$ cat config.mk
export PLATFORM = sky130hd
export DESIGN_NAME = uart_reg_master
export DESIGN_NICKNAME = d
export VERILOG_FILES = /design/src/rtl/uart_pkg.sv /design/src/rtl/uart_bit_timer.sv /design/src/rtl/uart_reg_master.sv
export SDC_FILE = /design/constraint.sdc
export NUM_CORES = 1
export LEC_CHECK = 0
export CORE_MARGIN = 2
export CORE_UTILIZATION = 50
export CTS_CLUSTER_SIZE = 16
export DETAILED_ROUTE_END_ITERATION = 10
export PLACE_DENSITY = 0.78
export SLEW_MARGIN = 20
export SYNTH_ARGS = -nofsm -noshare
export SYNTH_HDL_FRONTEND = slang
export SYNTH_SLANG_ARGS = --single-unit
$ cat constraint.sdc
create_clock -name clk -period 3.35 [get_ports clk]
set_input_delay 0.8375 -clock clk [delete_from_list [all_inputs] [get_ports clk]]
set_output_delay 0.8375 -clock clk [all_outputs]
set_load 0.005 [all_outputs]
$ cat src/rtl/uart_pkg.sv
// Shared types and helpers for the UART register-access master.
// Optional RX response timeout is enabled by defining UART_RX_TIMEOUT_EN.
package uart_pkg;

  typedef enum logic [3:0] {
    ST_IDLE     = 4'd0,
    ST_TX_START = 4'd1,
    ST_TX_DATA  = 4'd2,
    ST_TX_PAR   = 4'd3,
    ST_TX_STOP  = 4'd4,
    ST_TX_GAP   = 4'd5,
    ST_RX_WAIT  = 4'd6,
    ST_RX_START = 4'd7,
    ST_RX_DATA  = 4'd8,
    ST_RX_PAR   = 4'd9,
    ST_RX_STOP  = 4'd10,
    ST_DONE     = 4'd11
  } state_e;

  localparam int PARITY_NONE = 0;
  localparam int PARITY_EVEN = 1;
  localparam int PARITY_ODD  = 2;

  function automatic logic parity_bit(input logic [7:0] data, input int mode);
    logic p;
    case (mode)
      PARITY_EVEN: p = ^data;
      PARITY_ODD:  p = ~(^data);
      default:     p = 1'b0;
    endcase
    return p;
  endfunction

  // Byte counts for a full write command, the read request and the read response.
  function automatic int cmd_bytes(input int addr_w, input int data_w);
    return (1 + addr_w + data_w) / 8;
  endfunction

  function automatic int addr_bytes(input int addr_w);
    return (1 + addr_w) / 8;
  endfunction

  function automatic int data_bytes(input int data_w);
    return data_w / 8;
  endfunction

endpackage

$ cat src/rtl/uart_bit_timer.sv
// Baud counter shared by the TX and RX phases; strobes at mid-bit and end-of-bit.
module uart_bit_timer #(
  parameter int CLK_DIV = 434
) (
  input  logic clk,
  input  logic rst_n,
  input  logic run,
  input  logic clr,
  output logic tick_mid,
  output logic tick_end
);

  localparam int CNT_W = $clog2(CLK_DIV);

  logic [CNT_W-1:0] cnt_r;

  // Counts 0..CLK_DIV-1 while running; clear restarts the bit period.
  always_ff @(posedge clk or negedge rst_n) begin
    if (!rst_n) begin
      cnt_r <= '0;
    end else if (clr) begin
      cnt_r <= '0;
    end else if (run) begin
      if (cnt_r == CNT_W'(CLK_DIV - 1)) begin
        cnt_r <= '0;
      end else begin
        cnt_r <= cnt_r + CNT_W'(1);
      end
    end else begin
      cnt_r <= cnt_r;
    end
  end

  assign tick_mid = run && (cnt_r == CNT_W'(CLK_DIV / 2 - 1));
  assign tick_end = run && (cnt_r == CNT_W'(CLK_DIV - 1));

endmodule

$ cat src/rtl/uart_reg_master.sv
// UART register-access master: serialises {rw, addr, wdata}, collects read responses.
// Define UART_RX_TIMEOUT_EN to bound the wait for each response start bit.
module uart_reg_master #(
  parameter int CLK_DIV    = 434,
  parameter int ADDR_W     = 7,
  parameter int DATA_W     = 8,
  parameter int PARITY     = 1,
  parameter int GAP_BITS   = 2,
  parameter int RX_TIMEOUT = 64
) (
  input  logic                     clk,
  input  logic                     rst_n,
  input  logic [ADDR_W+DATA_W:0]   cmd_in,
  input  logic                     cmd_vld,
  output logic                     cmd_rdy,
  input  logic                     rx,
  output logic                     tx,
  output logic                     read_vld,
  output logic [DATA_W-1:0]        read_data,
  output logic                     read_err
);
  import uart_pkg::*;

  localparam int CMD_W    = 1 + ADDR_W + DATA_W;
  localparam int WR_BYTES = cmd_bytes(ADDR_W, DATA_W);
  localparam int RQ_BYTES = addr_bytes(ADDR_W);
  localparam int RX_BYTES = data_bytes(DATA_W);
  localparam int BC_W     = $clog2(WR_BYTES);
  localparam int BIT_W    = $clog2((GAP_BITS > 8) ? GAP_BITS : 8);
  localparam int TO_W     = $clog2(RX_TIMEOUT + 1);
`ifdef UART_RX_TIMEOUT_EN
  localparam bit TIMEOUT_EN = 1'b1;
`else
  localparam bit TIMEOUT_EN = 1'b0;
`endif

  state_e            state_r, state_s, after_tx_s;
  logic              tick_mid_s, tick_end_s, timer_run_s, timer_clr_s;
  logic [BIT_W-1:0]  bit_cnt_r;
  logic [BC_W-1:0]   byte_cnt_r;
  logic [CMD_W-1:0]  tx_sh_r;
  logic [7:0]        cur_byte_s, rx_sh_r;
  logic [DATA_W-1:0] rx_buf_r;
  logic [TO_W-1:0]   to_cnt_r;
  logic              rw_r, err_r, tx_s, tx_r, cmd_rdy_r, read_vld_r, read_err_r;
  logic [DATA_W-1:0] read_data_r;
  logic              rx_meta_r, rx_sync_r, rx_prev_r;
  logic              last_bit_s, last_gap_s, tx_last_s, rx_last_s, rx_fall_s, timeout_s;
  logic              accept_s, tx_byte_done_s;

  uart_bit_timer #(.CLK_DIV(CLK_DIV)) u_timer (
    .clk      (clk),
    .rst_n    (rst_n),
    .run      (timer_run_s),
    .clr      (timer_clr_s),
    .tick_mid (tick_mid_s),
    .tick_end (tick_end_s)
  );

  assign accept_s   = (state_r == ST_IDLE) && cmd_vld;
  assign cur_byte_s = tx_sh_r[CMD_W-1 -: 8];
  assign last_bit_s = (bit_cnt_r == BIT_W'(7));
  assign last_gap_s = (bit_cnt_r == BIT_W'((GAP_BITS > 0) ? GAP_BITS - 1 : 0));
  assign tx_last_s  = (byte_cnt_r == (rw_r ? BC_W'(WR_BYTES - 1) : BC_W'(RQ_BYTES - 1)));
  assign rx_last_s  = (byte_cnt_r == BC_W'(RX_BYTES - 1));
  assign rx_fall_s  = rx_prev_r && !rx_sync_r;
  assign after_tx_s = !tx_last_s ? ST_TX_START : (rw_r ? ST_DONE : ST_RX_WAIT);
  assign timeout_s  = TIMEOUT_EN && (state_r == ST_RX_WAIT) && tick_end_s &&
                      (to_cnt_r == TO_W'(RX_TIMEOUT - 1));
  assign tx_byte_done_s = ((state_r == ST_TX_GAP) || ((state_r == ST_TX_STOP) && (GAP_BITS == 0)))
                          && (state_s != state_r);

  // State register.
  always_ff @(posedge clk or negedge rst_n) begin
    if (!rst_n) begin
      state_r <= ST_IDLE;
    end else begin
      state_r <= state_s;
    end
  end

  // Next-state logic.
  always_comb begin
    state_s = state_r;
    case (state_r)
      ST_IDLE:     if (cmd_vld) state_s = ST_TX_START; else state_s = ST_IDLE;
      ST_TX_START: if (tick_end_s) state_s = ST_TX_DATA; else state_s = ST_TX_START;
      ST_TX_DATA:
        if (tick_end_s && last_bit_s) state_s = (PARITY != PARITY_NONE) ? ST_TX_PAR : ST_TX_STOP;
        else state_s = ST_TX_DATA;
      ST_TX_PAR:   if (tick_end_s) state_s = ST_TX_STOP; else state_s = ST_TX_PAR;
      ST_TX_STOP:  if (tick_end_s) state_s = (GAP_BITS > 0) ? ST_TX_GAP : after_tx_s;
                   else state_s = ST_TX_STOP;
      ST_TX_GAP:   if (tick_end_s && last_gap_s) state_s = after_tx_s; else state_s = ST_TX_GAP;
      ST_RX_WAIT:
        if (timeout_s) state_s = ST_DONE;
        else if (rx_fall_s) state_s = ST_RX_START;
        else state_s = ST_RX_WAIT;
      // A start bit that is high again at mid-bit was a glitch.
      ST_RX_START:
        if (tick_mid_s) state_s = rx_sync_r ? ST_RX_WAIT : ST_RX_DATA;
        else state_s = ST_RX_START;
      ST_RX_DATA:
        if (tick_end_s && last_bit_s) state_s = (PARITY != PARITY_NONE) ? ST_RX_PAR : ST_RX_STOP;
        else state_s = ST_RX_DATA;
      ST_RX_PAR:   if (tick_end_s) state_s = ST_RX_STOP; else state_s = ST_RX_PAR;
      ST_RX_STOP:
        if (tick_end_s) state_s = rx_last_s ? ST_DONE : ST_RX_WAIT;
        else state_s = ST_RX_STOP;
      ST_DONE:     state_s = ST_IDLE;
      default:     state_s = ST_IDLE;
    endcase
  end

  // Output and timer-control decode; every state change restarts the bit period.
  always_comb begin
    tx_s        = 1'b1;
    timer_run_s = (state_r != ST_IDLE) && (state_r != ST_DONE);
    timer_clr_s = (state_s != state_r);
    case (state_r)
      ST_TX_START: tx_s = 1'b0;
      ST_TX_DATA:  tx_s = cur_byte_s[bit_cnt_r[2:0]];
      ST_TX_PAR:   tx_s = parity_bit(cur_byte_s, PARITY);
      default:     tx_s = 1'b1;
    endcase
  end

  // rx synchroniser plus one delayed copy for falling-edge detection.
  always_ff @(posedge clk or negedge rst_n) begin
    if (!rst_n) begin
      rx_meta_r <= 1'b1;
      rx_sync_r <= 1'b1;
      rx_prev_r <= 1'b1;
    end else begin
      rx_meta_r <= rx;
      rx_sync_r <= rx_meta_r;
      rx_prev_r <= rx_sync_r;
    end
  end

  // Command buffer, bit/byte counters, receive shifter and sticky error.
  always_ff @(posedge clk or negedge rst_n) begin
    if (!rst_n) begin
      tx_sh_r    <= '0;
      rw_r       <= 1'b0;
      bit_cnt_r  <= '0;
      byte_cnt_r <= '0;
      rx_sh_r    <= '0;
      rx_buf_r   <= '0;
      err_r      <= 1'b0;
    end else if (accept_s) begin
      tx_sh_r    <= cmd_in;
      rw_r       <= cmd_in[CMD_W-1];
      bit_cnt_r  <= '0;
      byte_cnt_r <= '0;
      rx_buf_r   <= '0;
      err_r      <= 1'b0;
    end else begin
      if (state_s != state_r) begin
        bit_cnt_r <= '0;
      end else if (tick_end_s && ((state_r == ST_TX_DATA) || (state_r == ST_TX_GAP) ||
                                  (state_r == ST_RX_DATA))) begin
        bit_cnt_r <= bit_cnt_r + BIT_W'(1);
      end else begin
        bit_cnt_r <= bit_cnt_r;
      end
      if (tx_byte_done_s) begin
        tx_sh_r    <= tx_sh_r << 8;
        byte_cnt_r <= tx_last_s ? '0 : byte_cnt_r + BC_W'(1);
      end else if ((state_r == ST_RX_STOP) && tick_end_s) begin
        byte_cnt_r <= byte_cnt_r + BC_W'(1);
        for (int i = 0; i < RX_BYTES; i++) begin
          if (byte_cnt_r == BC_W'(i)) rx_buf_r[DATA_W-1-8*i -: 8] <= rx_sh_r;
        end
      end else begin
        byte_cnt_r <= byte_cnt_r;
      end
      if ((state_r == ST_RX_DATA) && tick_end_s) begin
        rx_sh_r <= {rx_sync_r, rx_sh_r[7:1]};
      end else begin
        rx_sh_r <= rx_sh_r;
      end
      if (((state_r == ST_RX_PAR) && tick_end_s && (rx_sync_r != parity_bit(rx_sh_r, PARITY))) ||
          ((state_r == ST_RX_STOP) && tick_end_s && !rx_sync_r) || timeout_s) begin
        err_r <= 1'b1;
      end else begin
        err_r <= err_r;
      end
    end
  end

  // Bit periods spent waiting for a response start bit.
  always_ff @(posedge clk or negedge rst_n) begin
    if (!rst_n) begin
      to_cnt_r <= '0;
    end else if (state_r != ST_RX_WAIT) begin
      to_cnt_r <= '0;
    end else if (tick_end_s) begin
      to_cnt_r <= to_cnt_r + TO_W'(1);
    end else begin
      to_cnt_r <= to_cnt_r;
    end
  end

  // Registered outputs; read_data holds until the next read completes.
  always_ff @(posedge clk or negedge rst_n) begin
    if (!rst_n) begin
      tx_r        <= 1'b1;
      cmd_rdy_r   <= 1'b1;
      read_vld_r  <= 1'b0;
      read_data_r <= '0;
      read_err_r  <= 1'b0;
    end else begin
      tx_r       <= tx_s;
      cmd_rdy_r  <= (state_s == ST_IDLE);
      read_vld_r <= (state_r == ST_DONE) && !rw_r;
      if ((state_r == ST_DONE) && !rw_r) begin
        read_data_r <= rx_buf_r;
        read_err_r  <= err_r;
      end else begin
        read_data_r <= read_data_r;
        read_err_r  <= read_err_r;
      end
    end
  end

  assign tx        = tx_r;
  assign cmd_rdy   = cmd_rdy_r;
  assign read_vld  = read_vld_r;
  assign read_data = read_data_r;
  assign read_err  = read_err_r;

endmodule

==> results_dict.tcl <==
set metrics [dict create \
    outcome "completed" \
    fin_crit_sh_pct 81.8 \
    cts_made_buffers 9 \
    start_kind "register" \
    std_cell_rows 30 \
    ios 32 \
    skew_ns 0.0110 \
    synth-seq-cells 66 \
    timing.fmax_mhz 365 \
    finalSetupViolations 0 \
    worstSetupPathType "register to register" \
    num_vias 2561 \
    syn_to_final_growth_pct 16.9 \
    cts_tree "done" \
    die_width_um 87.1 \
    drt-initial-drc-count 240 \
    wl_met2_um 3220 \
    cts_hold_buffers 0 \
    top_layer_used "met4" \
    fin_crit_ns 2.74 \
    grt_max_degree 67 \
    hp-class "register to register" \
    start_util_pct 51.4 \
    die_height_um 87.1 \
    cts_buffer_depth 2 \
    drtPass1Iterations 5 \
    clkTransAtPathRegs_ns 0.08 \
    grt_pass1_vias 2476 \
    max_slew_margin_pct 43.7 \
    synth-edff-count 0 \
    tightestPinTransition_ns 0.840 \
    clockPowerShare_pct 41.6 \
    path_max_fanout 8 \
    coreArea_um2 6720 \
    diodes 0 \
    via_per_inst 5.67 \
    wl_met1_um 3220 \
    htreeDepth 3 \
    finalHoldViolCount 0 \
    groute.usage.overall_pct 20.0 \
    drv_cap 0 \
    layout-drive-gt1-share_pct 15.3 \
    slew_viol_final 0 \
    synthesis.area_um2 3450 \
    drc 0 \
    vdd_drop_max_mv 0.219 \
    ys_types 53 \
    hpwl_um 4650 \
    io_buffer_count 31 \
    synthFlopType "dfrtp_1" \
    cts-root-buf "clkbuf_8" \
    cp.arrival_ns 2.95 \
    fin_setup_tns_ns 0 \
    wl_um 6790 \
    p_seq_share_pct 55.6 \
    synthArstFlopShare_pct 100 \
    dieArea_um2 7580 \
    finalNetCount 397 \
    p_total_mw 1.44 \
    p_int_mw 1.09 \
    pre_cts_slack_ns 0.631 \
    cts_sinks 66 \
    endpoint_kind "register" \
    routedWlPerCell_um 15.0 \
    cellPowerDensity_nw_per_um2 357 \
    p_sw_share_pct 24.1 \
    grt_pass1_wl_um 11700 \
    gp_congestion 0.882 \
    syn_avg_cell_area_um2 10.4 \
    pwr-share-comb_pct 2.7 \
    synth_fp_nets 361 \
    setup_slack_ns 0.608 \
    rsz0062_at_grt "false" \
    antenna_left 0 \
    syn_inst 331 \
    yosysWarnings 0 \
    post_cts_resized 0 \
    p_sw_mw 0.347 \
    p_leak_nw 1.68 \
    fill_cells 567 \
    required_ns 3.56 \
    cts_setup_buffers 0 \
    overflow 0 \
    antenna_found_initial 0 \
    insertion_delay_ns 0.35 \
    ys_seq_area_share_pct 48.0 \
    met3WireLength_um 292 \
]
## cell type report
type,instances,area [um^2],share of cell area [%]
multi-input cells,243,1700,42.2
flip-flops and latches,66,1660,41.1
repair buffers,39,365,9.06
clock buffers,9,124,3.07
well taps,80,100,2.48
clock inverters,7,55.1,1.36
inverters,8,30.0,0.744
## flip-flops by register name, indices dropped and copies added, names as in the netlist, 3 cells and up
| register | flops |
|---|---|
| read_data | 8 |
| u_timer.cnt_r | 9 |
| tx_sh_r | 16 |
| bit_cnt_r | 3 |
| state_r | 4 |
| rx_buf_r | 8 |
| rx_sh_r | 8 |
## Yosys cell counts, types with 8 or more instances
cell / n / area share (%)
inv_1: 8 / 0.87
mux2_2: 17 / 5.5
nand2b_1: 16 / 2.9
o21ai_0: 23 / 3.3
dfrtp_1: 61 / 44
ha_1: 10 / 3.6
xnor2_1: 22 / 5.6
nor3_1: 18 / 2.6
nor2_1: 11 / 1.2
clkbuf_1: 10 / 1.1
nand2_1: 42 / 4.6
nand3_1: 8 / 1.2
## kinds of logic (layout without fill, tap and decap cells)
kind of cell,Yosys count,after routing,share of synthesized area [%]
XOR/XNOR,26,26,6.60
flip-flops,66,66,48.0
multiplexers,22,22,7.72
adder cells (fa/ha/maj),10,10,3.63
buffers and inverters,22,63,2.65
AND/OR/NAND/NOR,127,127,19.8
AO/OA/AOI/OAI,58,58,11.6
## final timing paths
| kind | from | to | slack, ns | cells past startpoint |
|---|---|---|---|---|
| max in group asynchronous | rst_n | u_timer.cnt_r[2] | 2.17 | 2 |
| min reg2reg | rx_meta_r | rx_sync_r | 0.37 | 0 |
| max | u_timer.cnt_r[1] | tx_sh_r[2] | 0.61 | 9 |
| min in group asynchronous | rst_n | tx_sh_r[3] | 0.66 | 2 |
| max reg2reg | u_timer.cnt_r[1] | tx_sh_r[2] | 0.61 | 9 |
| min | rx_meta_r | rx_sync_r | 0.37 | 0 |
## routing by layer
| metal | up-vias | GRT usage [%] |
|---|---|---|
| met5 | - | 0 |
| met2 | 60 | 31.4 |
| met3 | 7 | 6.54 |
| met4 | 0 | 5.97 |
| met1 | 1247 | 26.3 |
| li1 | 1247 | - |
## power by group through the flow
stage | clock (mW) | sequential, mW | combinational (mW)
final | 0.599 | 0.801 | 0.0396
after global routing | 0.654 | 0.801 | 0.0446
after CTS | 0.616 | 0.801 | 0.0410
after detailed placement | 0 | 0.817 | 0.0409
after global placement | 0 | 0.817 | 0.0402
after floorplan | 0 | 0.816 | 0.00302
## layout by cell type, fill, tap and decap left out, types with 3 or more instances in the layout
cell type        count
nor2_1              11
a21oi_1              6
nand2b_1            16
a211oi_1             3
mux2_2              17
o21ai_0             23
or3_1                5
nor3_1              18
nor4_1               4
and3_1               6
nor2b_1              5
buf_4                8
nand2_1             42
mux2i_1              3
dfrtp_1             61
clkbuf_8             9
xnor2_1             22
ha_1                10
o221a_1              7
inv_1                8
dfstp_2              5
clkdlybuf4s50_1     30
xor2_1               4
clkinv_4             3
nand3_1              8
## stage by stage
stage / instances / utilization, % / hold slack [ns] / instance area [um^2]
after floorplan: 331 / - / 0.345 / 3450
after global placement: 436 / 57.4 / 0.346 / 3850
after detailed placement: 436 / 57.4 / 0.351 / 3850
after CTS: 452 / 60.0 / 0.364 / 4030
after global routing: 452 / 60.0 / 0.374 / 4030
final: 452 / 60.0 / 0.365 / 4030
## critical path, cell delays in order, from the launching register on
cell and delay, ns:
dfrtp_1 0.41, inv_1 0.10, ha_1 0.16, nand4b_2 0.18
nor3_1 0.50, nor4_1 0.12, nor3_1 0.42, a21boi_2 0.15
nor2_1 0.39, o21ai_0 0.18
Power figures use the tool's default switching activity.
